`src/rtl/calc_alu_sequencer_if.sv`:
```
// Write/result bus between the calculator front end (master) and the
// arithmetic back end calc_alu_sequencer (slave).
interface calc_alu_sequencer_if #(
  parameter int WIDTH = 32
);
  logic             WE;
  logic [32:0]      address;
  logic [WIDTH-1:0] wdata;
  logic             leaResult;
  logic [WIDTH-1:0] numAGuardar;
  logic             result_valid;
  logic             busy;
  logic [1:0]       status;

  modport master (
    output WE, address, wdata, leaResult,
    input  numAGuardar, result_valid, busy, status
  );

  modport slave (
    input  WE, address, wdata, leaResult,
    output numAGuardar, result_valid, busy, status
  );
endinterface

```
`src/rtl/calc_alu_sequencer.sv`:
```
// calc_alu_sequencer: collects operand A, operator and operand B from the
// front-end write bus, executes add/sub in one cycle and mul/div iteratively,
// and returns the result under a valid/read handshake with A-chaining.
// Optional feature macro: CALC_DIV_EN builds the restoring divider (opcode 4'hD).
module calc_alu_sequencer #(
  parameter int WIDTH = 32,
  parameter int ITER  = 32
) (
  input  logic                  CLK_100MHZ,
  input  logic                  reset,
  calc_alu_sequencer_if.slave   bus
);

  localparam int CNT_W = (ITER > 1) ? $clog2(ITER) : 1;

  typedef enum logic [2:0] {
    S_IDLE,
    S_HAVE_A,
    S_HAVE_OP,
    S_EXEC,
    S_DONE
  } state_t;

  localparam logic [3:0] OP_ADD = 4'hA;
  localparam logic [3:0] OP_SUB = 4'hB;
  localparam logic [3:0] OP_MUL = 4'hC;
  localparam logic [3:0] OP_DIV = 4'hD;

  localparam logic [1:0] ST_OK      = 2'd0;
  localparam logic [1:0] ST_DIV0    = 2'd1;
  localparam logic [1:0] ST_ILLEGAL = 2'd2;
  localparam logic [1:0] ST_SEQ     = 2'd3;

  state_t           state_q, state_d;
  logic [WIDTH-1:0] a_q, a_d;       // operand A; multiplicand / dividend-quotient while iterating
  logic [WIDTH-1:0] b_q, b_d;       // operand B; multiplier shifts right while iterating
  logic [3:0]       op_q, op_d;
  logic [WIDTH-1:0] acc_q, acc_d;   // product accumulator or partial remainder
  logic [CNT_W-1:0] cnt_q, cnt_d;
  logic [WIDTH-1:0] res_q, res_d;
  logic [1:0]       status_q, status_d;

  logic             wr_a, wr_op, wr_b;
  logic [3:0]       wr_code;
  logic             op_legal;
  logic             last_iter;
  logic             div_zero;
  logic             exec_done;
  logic [WIDTH-1:0] mul_acc;
  logic             unused_addr;

  // Only the two slot bits of the address are decoded.
  assign unused_addr = ^bus.address[32:2];

  assign wr_a    = bus.WE && (bus.address[1:0] == 2'd0);
  assign wr_op   = bus.WE && (bus.address[1:0] == 2'd1);
  assign wr_b    = bus.WE && (bus.address[1:0] == 2'd2);
  assign wr_code = bus.wdata[3:0];

`ifdef CALC_DIV_EN
  assign op_legal = wr_code inside {OP_ADD, OP_SUB, OP_MUL, OP_DIV};
  assign div_zero = (op_q == OP_DIV) && (b_q == '0);
`else
  assign op_legal = wr_code inside {OP_ADD, OP_SUB, OP_MUL};
  assign div_zero = 1'b0;
`endif

  assign last_iter = (cnt_q == CNT_W'(ITER - 1));
  assign exec_done = (op_q == OP_ADD) || (op_q == OP_SUB) || div_zero || last_iter;

  // One shift-add step: add the multiplicand when the current multiplier bit is set.
  assign mul_acc = acc_q + (b_q[0] ? a_q : '0);

`ifdef CALC_DIV_EN
  logic [WIDTH:0]   rem_shift;
  logic [WIDTH:0]   rem_diff;
  logic             q_bit;
  logic [WIDTH-1:0] rem_next;
  logic [WIDTH-1:0] quo_next;

  // One restoring-division step: shift the next dividend bit into the
  // remainder, keep the trial subtraction only if it did not borrow.
  assign rem_shift = {acc_q, a_q[WIDTH-1]};
  assign rem_diff  = rem_shift - {1'b0, b_q};
  assign q_bit     = ~rem_diff[WIDTH];
  assign rem_next  = q_bit ? rem_diff[WIDTH-1:0] : rem_shift[WIDTH-1:0];
  assign quo_next  = {a_q[WIDTH-2:0], q_bit};
`endif

  // State register with synchronous active-low reset.
  // NOTE: clocked state uses non-blocking (<=) so every flop samples pre-edge values.
  always_ff @(posedge CLK_100MHZ) begin
    if (!reset) state_q <= S_IDLE;
    else        state_q <= state_d;
  end

  // Next-state logic: sequence the operand/operator/execute/result phases.
  // NOTE: every combinational output gets a default first so no latch is inferred.
  always_comb begin
    state_d = state_q;
    unique case (state_q)
      S_IDLE:    if (wr_a) state_d = S_HAVE_A;
      S_HAVE_A:  if (wr_op && op_legal) state_d = S_HAVE_OP;
      S_HAVE_OP: begin
        if (wr_a)      state_d = S_HAVE_A;
        else if (wr_b) state_d = S_EXEC;
      end
      S_EXEC:    if (exec_done) state_d = S_DONE;
      S_DONE: begin
        if (wr_a)               state_d = S_HAVE_A;
        else if (wr_op)         state_d = op_legal ? S_HAVE_OP : S_HAVE_A;
        else if (bus.leaResult) state_d = S_HAVE_A;
      end
      default:   state_d = S_IDLE;
    endcase
  end

  // Datapath next values: operand capture, iteration steps, result and status.
  always_comb begin
    a_d      = a_q;
    b_d      = b_q;
    op_d     = op_q;
    acc_d    = acc_q;
    cnt_d    = cnt_q;
    res_d    = res_q;
    status_d = status_q;
    unique case (state_q)
      S_IDLE: begin
        if (wr_a) begin
          a_d      = bus.wdata;
          status_d = ST_OK;
        end else if (wr_op || wr_b) begin
          status_d = ST_SEQ;
        end
      end
      S_HAVE_A: begin
        if (wr_a) begin
          a_d = bus.wdata;
        end else if (wr_op) begin
          if (op_legal) op_d     = wr_code;
          else          status_d = ST_ILLEGAL;
        end else if (wr_b) begin
          status_d = ST_SEQ;
        end
      end
      S_HAVE_OP: begin
        if (wr_a) begin
          a_d = bus.wdata;
        end else if (wr_op) begin
          if (op_legal) op_d     = wr_code;
          else          status_d = ST_ILLEGAL;
        end else if (wr_b) begin
          b_d   = bus.wdata;
          acc_d = '0;
          cnt_d = '0;
        end
      end
      S_EXEC: begin
        cnt_d = cnt_q + 1'b1;
        if (exec_done) status_d = div_zero ? ST_DIV0 : ST_OK;
        case (op_q)
          OP_ADD: res_d = a_q + b_q;
          OP_SUB: res_d = a_q - b_q;
          OP_MUL: begin
            acc_d = mul_acc;
            a_d   = a_q << 1;
            b_d   = b_q >> 1;
            if (last_iter) res_d = mul_acc;
          end
`ifdef CALC_DIV_EN
          OP_DIV: begin
            if (div_zero) begin
              res_d = '1;
            end else begin
              acc_d = rem_next;
              a_d   = quo_next;
              if (last_iter) res_d = quo_next;
            end
          end
`endif
          default: ;
        endcase
      end
      S_DONE: begin
        if (wr_a) begin
          a_d      = bus.wdata;
          status_d = ST_OK;
        end else if (wr_op) begin
          a_d = res_q;
          if (op_legal) op_d     = wr_code;
          else          status_d = ST_ILLEGAL;
        end else if (bus.leaResult) begin
          a_d = res_q;
        end
      end
      default: ;
    endcase
  end

  // Datapath registers; reset also aborts any in-flight iteration.
  always_ff @(posedge CLK_100MHZ) begin
    if (!reset) begin
      a_q      <= '0;
      b_q      <= '0;
      op_q     <= '0;
      acc_q    <= '0;
      cnt_q    <= '0;
      res_q    <= '0;
      status_q <= ST_OK;
    end else begin
      a_q      <= a_d;
      b_q      <= b_d;
      op_q     <= op_d;
      acc_q    <= acc_d;
      cnt_q    <= cnt_d;
      res_q    <= res_d;
      status_q <= status_d;
    end
  end

  // Outputs: valid while a result waits in DONE, busy while executing.
  always_comb begin
    bus.numAGuardar  = res_q;
    bus.result_valid = (state_q == S_DONE);
    bus.busy         = (state_q == S_EXEC);
    bus.status       = status_q;
  end

endmodule

```
`src/flat_wrapper.sv`:
```
// flat-port wrapper written by rule: the top's interface ports become plain ports
module calc_alu_sequencer_flat 
#(
  parameter int WIDTH = 32,
  parameter int ITER  = 32
)
  (CLK_100MHZ, reset, bus_WE, bus_address, bus_wdata, bus_leaResult, bus_numAGuardar, bus_result_valid, bus_busy, bus_status);
  calc_alu_sequencer_if #(.WIDTH(WIDTH)) bus_i ();
  input  logic CLK_100MHZ;
  input  logic reset;
  input wire logic [$bits(bus_i.WE)-1:0] bus_WE;
  input wire logic [$bits(bus_i.address)-1:0] bus_address;
  input wire logic [$bits(bus_i.wdata)-1:0] bus_wdata;
  input wire logic [$bits(bus_i.leaResult)-1:0] bus_leaResult;
  output wire logic [$bits(bus_i.numAGuardar)-1:0] bus_numAGuardar;
  output wire logic [$bits(bus_i.result_valid)-1:0] bus_result_valid;
  output wire logic [$bits(bus_i.busy)-1:0] bus_busy;
  output wire logic [$bits(bus_i.status)-1:0] bus_status;
  assign bus_i.WE = bus_WE;
  assign bus_i.address = bus_address;
  assign bus_i.wdata = bus_wdata;
  assign bus_i.leaResult = bus_leaResult;
  assign bus_numAGuardar = bus_i.numAGuardar;
  assign bus_result_valid = bus_i.result_valid;
  assign bus_busy = bus_i.busy;
  assign bus_status = bus_i.status;
  calc_alu_sequencer #(.WIDTH(WIDTH), .ITER(ITER)) u_core (.CLK_100MHZ(CLK_100MHZ), .reset(reset), .bus(bus_i));
endmodule
```
`config.mk`:
```
export PLATFORM = sky130hd
export DESIGN_NAME = calc_alu_sequencer_flat
export DESIGN_NICKNAME = d
export VERILOG_FILES = /design/src/rtl/calc_alu_sequencer_if.sv /design/src/rtl/calc_alu_sequencer.sv /design/src/flat_wrapper.sv
export SDC_FILE = /design/constraint.sdc
export NUM_CORES = 1
export LEC_CHECK = 0
export CORE_UTILIZATION = 50
export CTS_CLUSTER_SIZE = 16
export DETAILED_ROUTE_END_ITERATION = 10
export GPL_TIMING_DRIVEN = 0
export PLACE_DENSITY = 0.71
export SLEW_MARGIN = 25
export SYNTH_ARGS = -nofsm -noshare
export SYNTH_HDL_FRONTEND = slang
export SYNTH_SLANG_ARGS = --single-unit
```
`constraint.sdc`:
```
create_clock -name CLK_100MHZ -period 8.3 [get_ports CLK_100MHZ]
set_input_delay 1.66 -clock CLK_100MHZ [delete_from_list [all_inputs] [get_ports CLK_100MHZ]]
set_output_delay 1.66 -clock CLK_100MHZ [all_outputs]
set_load 0.1 [all_outputs]
```
### After elaboration in Yosys (flattened, before gate mapping)

Cells that the tools add are included.

| storage, ports and cells | value |
|---|---|
| register bits | 142 |
| input port bits | 69 |
| word-level logic and storage cells | 107 |

| cells by class | value |
|---|---|
| $add $sub $neg | 4 |
| equal/unequal tests | 27 |
| muxes and demuxes | 44 |
| bitwise operators | 1 |
| reduce and logical (&&, ||, !) cells | 23 |

Operators by type and width:

| cell | number |
|---|---|
| 32-bit 2-to-1 mux | 15 |
| 32-bit case mux with 3 select lines | 2 |
| 32-bit case mux with 2 select lines | 2 |
| 32-bit adder | 2 |
| 32-bit subtractor | 1 |
| 4-bit equality test (second input constant) | 6 |
| 3-bit 2-to-1 mux | 8 |
| 2-bit 2-to-1 mux | 11 |
| 5-bit 2-to-1 mux | 3 |
| 3-bit case mux with 5 select lines | 1 |
| 2-bit by 1-bit != test with 1-bit output (second input constant) | 7 |
| 4-bit AND reduction | 3 |
| 2-bit case mux with 5 select lines | 1 |
| 5-bit case mux with 2 select lines | 1 |
| 5-bit AND reduction | 2 |
| 3-bit by 1-bit != test with 1-bit output (second input constant) | 3 |
| 3-bit nonzero test | 3 |
| 3-bit by 2-bit equality test with 1-bit output (second input constant) | 2 |
| 2-bit != test (second input constant) | 3 |
| 6-bit AND reduction | 1 |
| 3-bit OR reduction | 2 |
| 5-bit by 1-bit adder with 5-bit output (second input constant) | 1 |
| 5-bit equality test (second input constant) | 1 |
| 5-bit nonzero test | 1 |
| other kinds (12) | 17 |

### Depth between registers and ports, before layout

| depth | value |
|---|---|
| depth in word-level cells | 6 |
| mapped depth | 20 |
| mapped depth without buffers | 18 |

### Worst setup path after synthesis

No wires, ideal clock.

| timing path | value |
|---|---|
| path kind | register to register |
| from | reg u_core.b_q[2] |
| to | reg u_core.res_q[30], in the netlist u_core.bus.numAGuardar[30] |
| data arrival time | 4.042 ns |
| required time | 8.214 ns |
| path slack | 4.172 ns |
| stages on the path, launching flop included | 18 |
| buffers on the path | 3 |
| period minus slack after synthesis | 4.128 ns |
| cells stage by stage | dfxtp_1 buf_6 or4_4 or4_1 buf_2 or3_4 o31ai_1 xor2_1 ha_1 clkbuf_1 o211ai_1 or2_2 o22ai_1 a21oi_1 a31oi_1 xor2_1 o22ai_1 a211oi_1 |

| between the ends | value |
|---|---|
| longest elaborated chain between the ends | 2 |

Ends and longest elaborated chain:

| what | line | RTL |
|---|---|---|
| start: declaration | calc_alu_sequencer.sv:36 | `logic [WIDTH-1:0] b_q, b_d;` |
| start signal: assignment | calc_alu_sequencer.sv:204 | `b_q <= '0;` |
| start signal: assignment | calc_alu_sequencer.sv:212 | `b_q <= b_d;` |
| 32-bit subtractor or 32-bit adder (tied branches) | calc_alu_sequencer.sv:163, calc_alu_sequencer.sv:162 |  |
| 32-bit case mux with 3 select lines * | calc_alu_sequencer.sv:161 | `case (op_q)` |
| end signal: assignment | calc_alu_sequencer.sv:216 | `res_q <= res_d;` |
| end: declaration | calc_alu_sequencer.sv:40 | `logic [WIDTH-1:0] res_q, res_d;` |

Every way passes the cells marked *; elsewhere a longest branch is shown, timed or not.
A chain may end at the register's enable or synchronous reset.

### Final worst setup path

| timing path | value |
|---|---|
| from | reg u_core.state_q[0] |
| to | out bus_busy |

| between the ends | value |
|---|---|
| longest elaborated chain between the ends | 1 |

Ends and longest elaborated chain:

| what | line | RTL |
|---|---|---|
| start: declaration | calc_alu_sequencer.sv:34 | `state_t state_q, state_d;` |
| start signal: assignment | calc_alu_sequencer.sv:94 | `else state_q <= state_d;` |
| 3-bit by 2-bit equality test with 1-bit output | calc_alu_sequencer.sv:225 | `bus.busy = (state_q == S_EXEC);` |
| end: declaration | flat_wrapper.sv:17 | `output wire logic [$bits(bus_i.busy)-1:0] bus_busy;` |

No other way between the ends.

==> impl_metrics.ini <==
[final_layout]
fin_area_mm2 = 0.0121
drive_above_1_share_pct = 3.12
final_cell_mix = nor2_1, nand2_1, dfxtp_1
final_common_cell = nor2_1
stdcell_count = 1777
final_nets = 1630
area_growth_pct = 16.1

[setup_path]
startpoint_type = register
cpMostUsedCell = clkbuf_1
crit_arrival_ns = 3.76
critPathBufInv = 5
r2r-end = u_core.bus.numAGuardar[31]
reg2reg_from = u_core.b_q[2]
cp_slowest_cell = clkdlybuf4s50_1
cp-end-kind = primary output
reg2reg_slack_ns = 3.36
critPathRequiredTime_ns = 6.64
cp_max_fo = 10
critPathTopFamily = buffers and inverters
cp-startpoint = u_core.state_q[0]
cp_cell_sequence = inv_1, nor2_1, nand2_1, inv_2, clkbuf_1, clkbuf_1, clkdlybuf4s50_1
timing_worst_setup_path_type = reg -> out
cpPeakStageDelay_ns = 1.23
rr_worst_depth = 20

[sta]
setup_tns_ns = 0
clock_skew_ns = 0.0150
rsz0062_at_grt = false
post-route-period-util_pct = 65.3
max_freq_mhz = 185
slew_headroom_pct = 28.2
period_minus_slack_ns = 5.42
hold_violations = 0
setup_viol = 0
fin_ws_ns = 2.88
finalMaxSlewViolations = 0
tightest_slew_ns = 1.07

[synthesis]
syn_avg_cell_area_um2 = 7.46
async_flop_share_pct = 0
synth_edf_count = 0
synth.distinct_cells = 67
yosysSeqAreaShare_pct = 27.2
synthMuxAreaShare_pct = 0.671
ys_ff_latch = 142
synth_fa_ha_area_share_pct = 8.38
synth_xor_area_share_pct = 6.87
synth_top_family_by_area = compound AO/OA/AOI/OAI gates
syn_inst = 1401
syn_nets = 1538
synth_ff_type = dfxtp_1
syn_area_mm2 = 0.0104
yosysWarnings = 0
synth_compound_area_share_pct = 30.0
synth-simple-area-share_pct = 22.4

[power]
p_clk_share_pct = 26.9
p_int_uw = 1770
switchingPower_uw = 1280
peakVddDrop_v = 0.000184
swShare_pct = 41.9
total_power_uw = 3040
pwr-share-comb_pct = 48.2
powerDensity_mw_per_mm2 = 251
p_leak_uw = 0.00478
p_seq_share_pct = 24.9

[clock_network]
ctsLongestPathBuffers = 2
cts_sinks = 142
cts_resized = 0
clockRootBuffer = clkbuf_16
postCtsHoldBufs = 0
cts_tree = yes
cts_inserted_buffers = 17
cts-htree-levels = 4
clock_latency_ns = 0.44
postCtsSetupBuffers = 0
clk_pin_slew_ns = 0.07

[die]
fp.dieH_um = 147
ios = 105
start_util_pct = 51.3
fp.dieW_um = 147
fp-row-count = 52
coreArea_mm2 = 0.0204
die_area_mm2 = 0.0215

[grt]
grt_pass1_vias = 10500
grt_pass1_wl_um = 58600
grt_usage_pct = 35.5
grt_max_degree = 17
antenna_found_initial = 0
grt_overflow = 0

[worst_hold_path]
whs_endpoint = u_core.cnt_q[3]
hold_path.class = reg -> reg
hold_path_depth = 1
hold_start = u_core.cnt_q[3]

[drt]
avgRoutedWirePerCell_um = 21.4
num_vias = 11200
dr.pass1.iters = 7
drtIter0Drc = 1211
viasPerCell = 6.32
ant_nets = 0
routed_wl_um = 38100
drc = 0

[place]
dpl.hpwl_um = 29700
dp_cells = 1744
port_buffers = 73
postPlaceCellArea_mm2 = 0.0115
gp_congestion = 0.976
preCtsSetupSlack_ns = 3.39

[outcome]
status = complete, no violations

[run]
max-cap-violations = 0
## power groups by stage
| stage | combinational (µW) | clock (µW) | sequential (µW) |
|---|---|---|---|
| after floorplan | 1080 | 0 | 769 |
| after global placement | 1410 | 0 | 771 |
| after detailed placement | 1420 | 0 | 771 |
| after CTS | 1430 | 816 | 756 |
| after global routing | 1610 | 843 | 761 |
| final | 1470 | 818 | 759 |
## state kept, by name, summed over array words and instances (netlist names)
register and flops:
u_core.bus.numAGuardar 32, u_core.acc_q 32, u_core.bus.status 2, u_core.state_q 3, u_core.b_q 32, u_core.op_q 4, u_core.a_q 32, u_core.cnt_q 5
## cells by family (layout without fill, tap and decap cells)
logic type / Yosys count / after routing
AOI/OAI and AO/OA: 465 / 465
DFF: 142 / 142
adders and majority gates: 69 / 69
buffers and inverters: 121 / 226
and+or+nand+nor: 515 / 515
muxes: 7 / 7
other: 0 / 1
xor gates and xnor gates: 82 / 82
## metal layers
metal | vias to the layer above | track usage [%] | share of wire (%)
met5 | - | 0 | 0
met4 | 0 | 11.9 | 2.3
met3 | 69 | 5.41 | 9.4
met1 | 5302 | 50.4 | 44
li1 | 5335 | - | -
met2 | 533 | 54.6 | 44
## stage by stage
step / hold slack (ns) / util, %
finish: 0.474 / 59.6
global route: 0.487 / 59.6
CTS: 0.469 / 59.6
detailed placement: 0.454 / 56.6
global placement: 0.446 / 56.6
floorplan: 0.424 / -
## synthesized netlist by cell type, drive strengths merged (3+ instances only)
master	number	area (µm²)
nor2	179	672
nand2	167	627
dfxtp	142	2840
a21oi	107	536
clkbuf	90	338
o21ai	81	409
ha	66	826
a311oi	63	552
a22oi	56	420
xnor2	44	385
and2	39	244
xor2	38	333
nand3	30	150
a21o	24	180
inv	22	82.6
a31oi	21	131
o31ai	18	135
a211oi	16	125
and3	14	87.6
nand4	14	87.6
nor3	14	70.1
nor2b	12	75.1
o211ai	12	90.1
or3	10	67.6
buf	8	41.3
nand2b	8	50.1
nor4	8	50.1
o21a	8	60.1
o21bai	8	60.1
mux2i	7	70.1
a21boi	6	45.0
o22ai	6	37.5
a211o	5	43.8
or4	5	41.3
a41oi	4	35.0
o41ai	4	35.0
or2	4	25.0
a32o	3	30.0
and4	3	26.3
nand3b	3	22.5
o2111ai	3	26.3
o221ai	3	26.3
o311ai	3	26.3
## worst max path at each step
stage,endpoint,slack (ns),cells after the start
2_1_floorplan,u_core.bus.numAGuardar[30],4.17,17
3_3_place_gp,bus_busy,3.39,7
3_5_place_dp,bus_busy,3.39,7
4_1_cts,bus_busy,2.91,7
5_1_grt,bus_busy,2.71,7
6_report,bus_busy,2.88,7
## area by class of cell
class                      instances  area (µm²)
fill                            1931        8230
inverter                          23        86.3
multi-input combinational       1138        7140
timing repair buffer              73         731
sequential                       142        2840
clock inverter                    12         159
tap                              270         338
buffer                            98         379
antenna                            1        2.50
clock buffer                      20         457
Note: power is estimated with default switching activity, not from simulation.
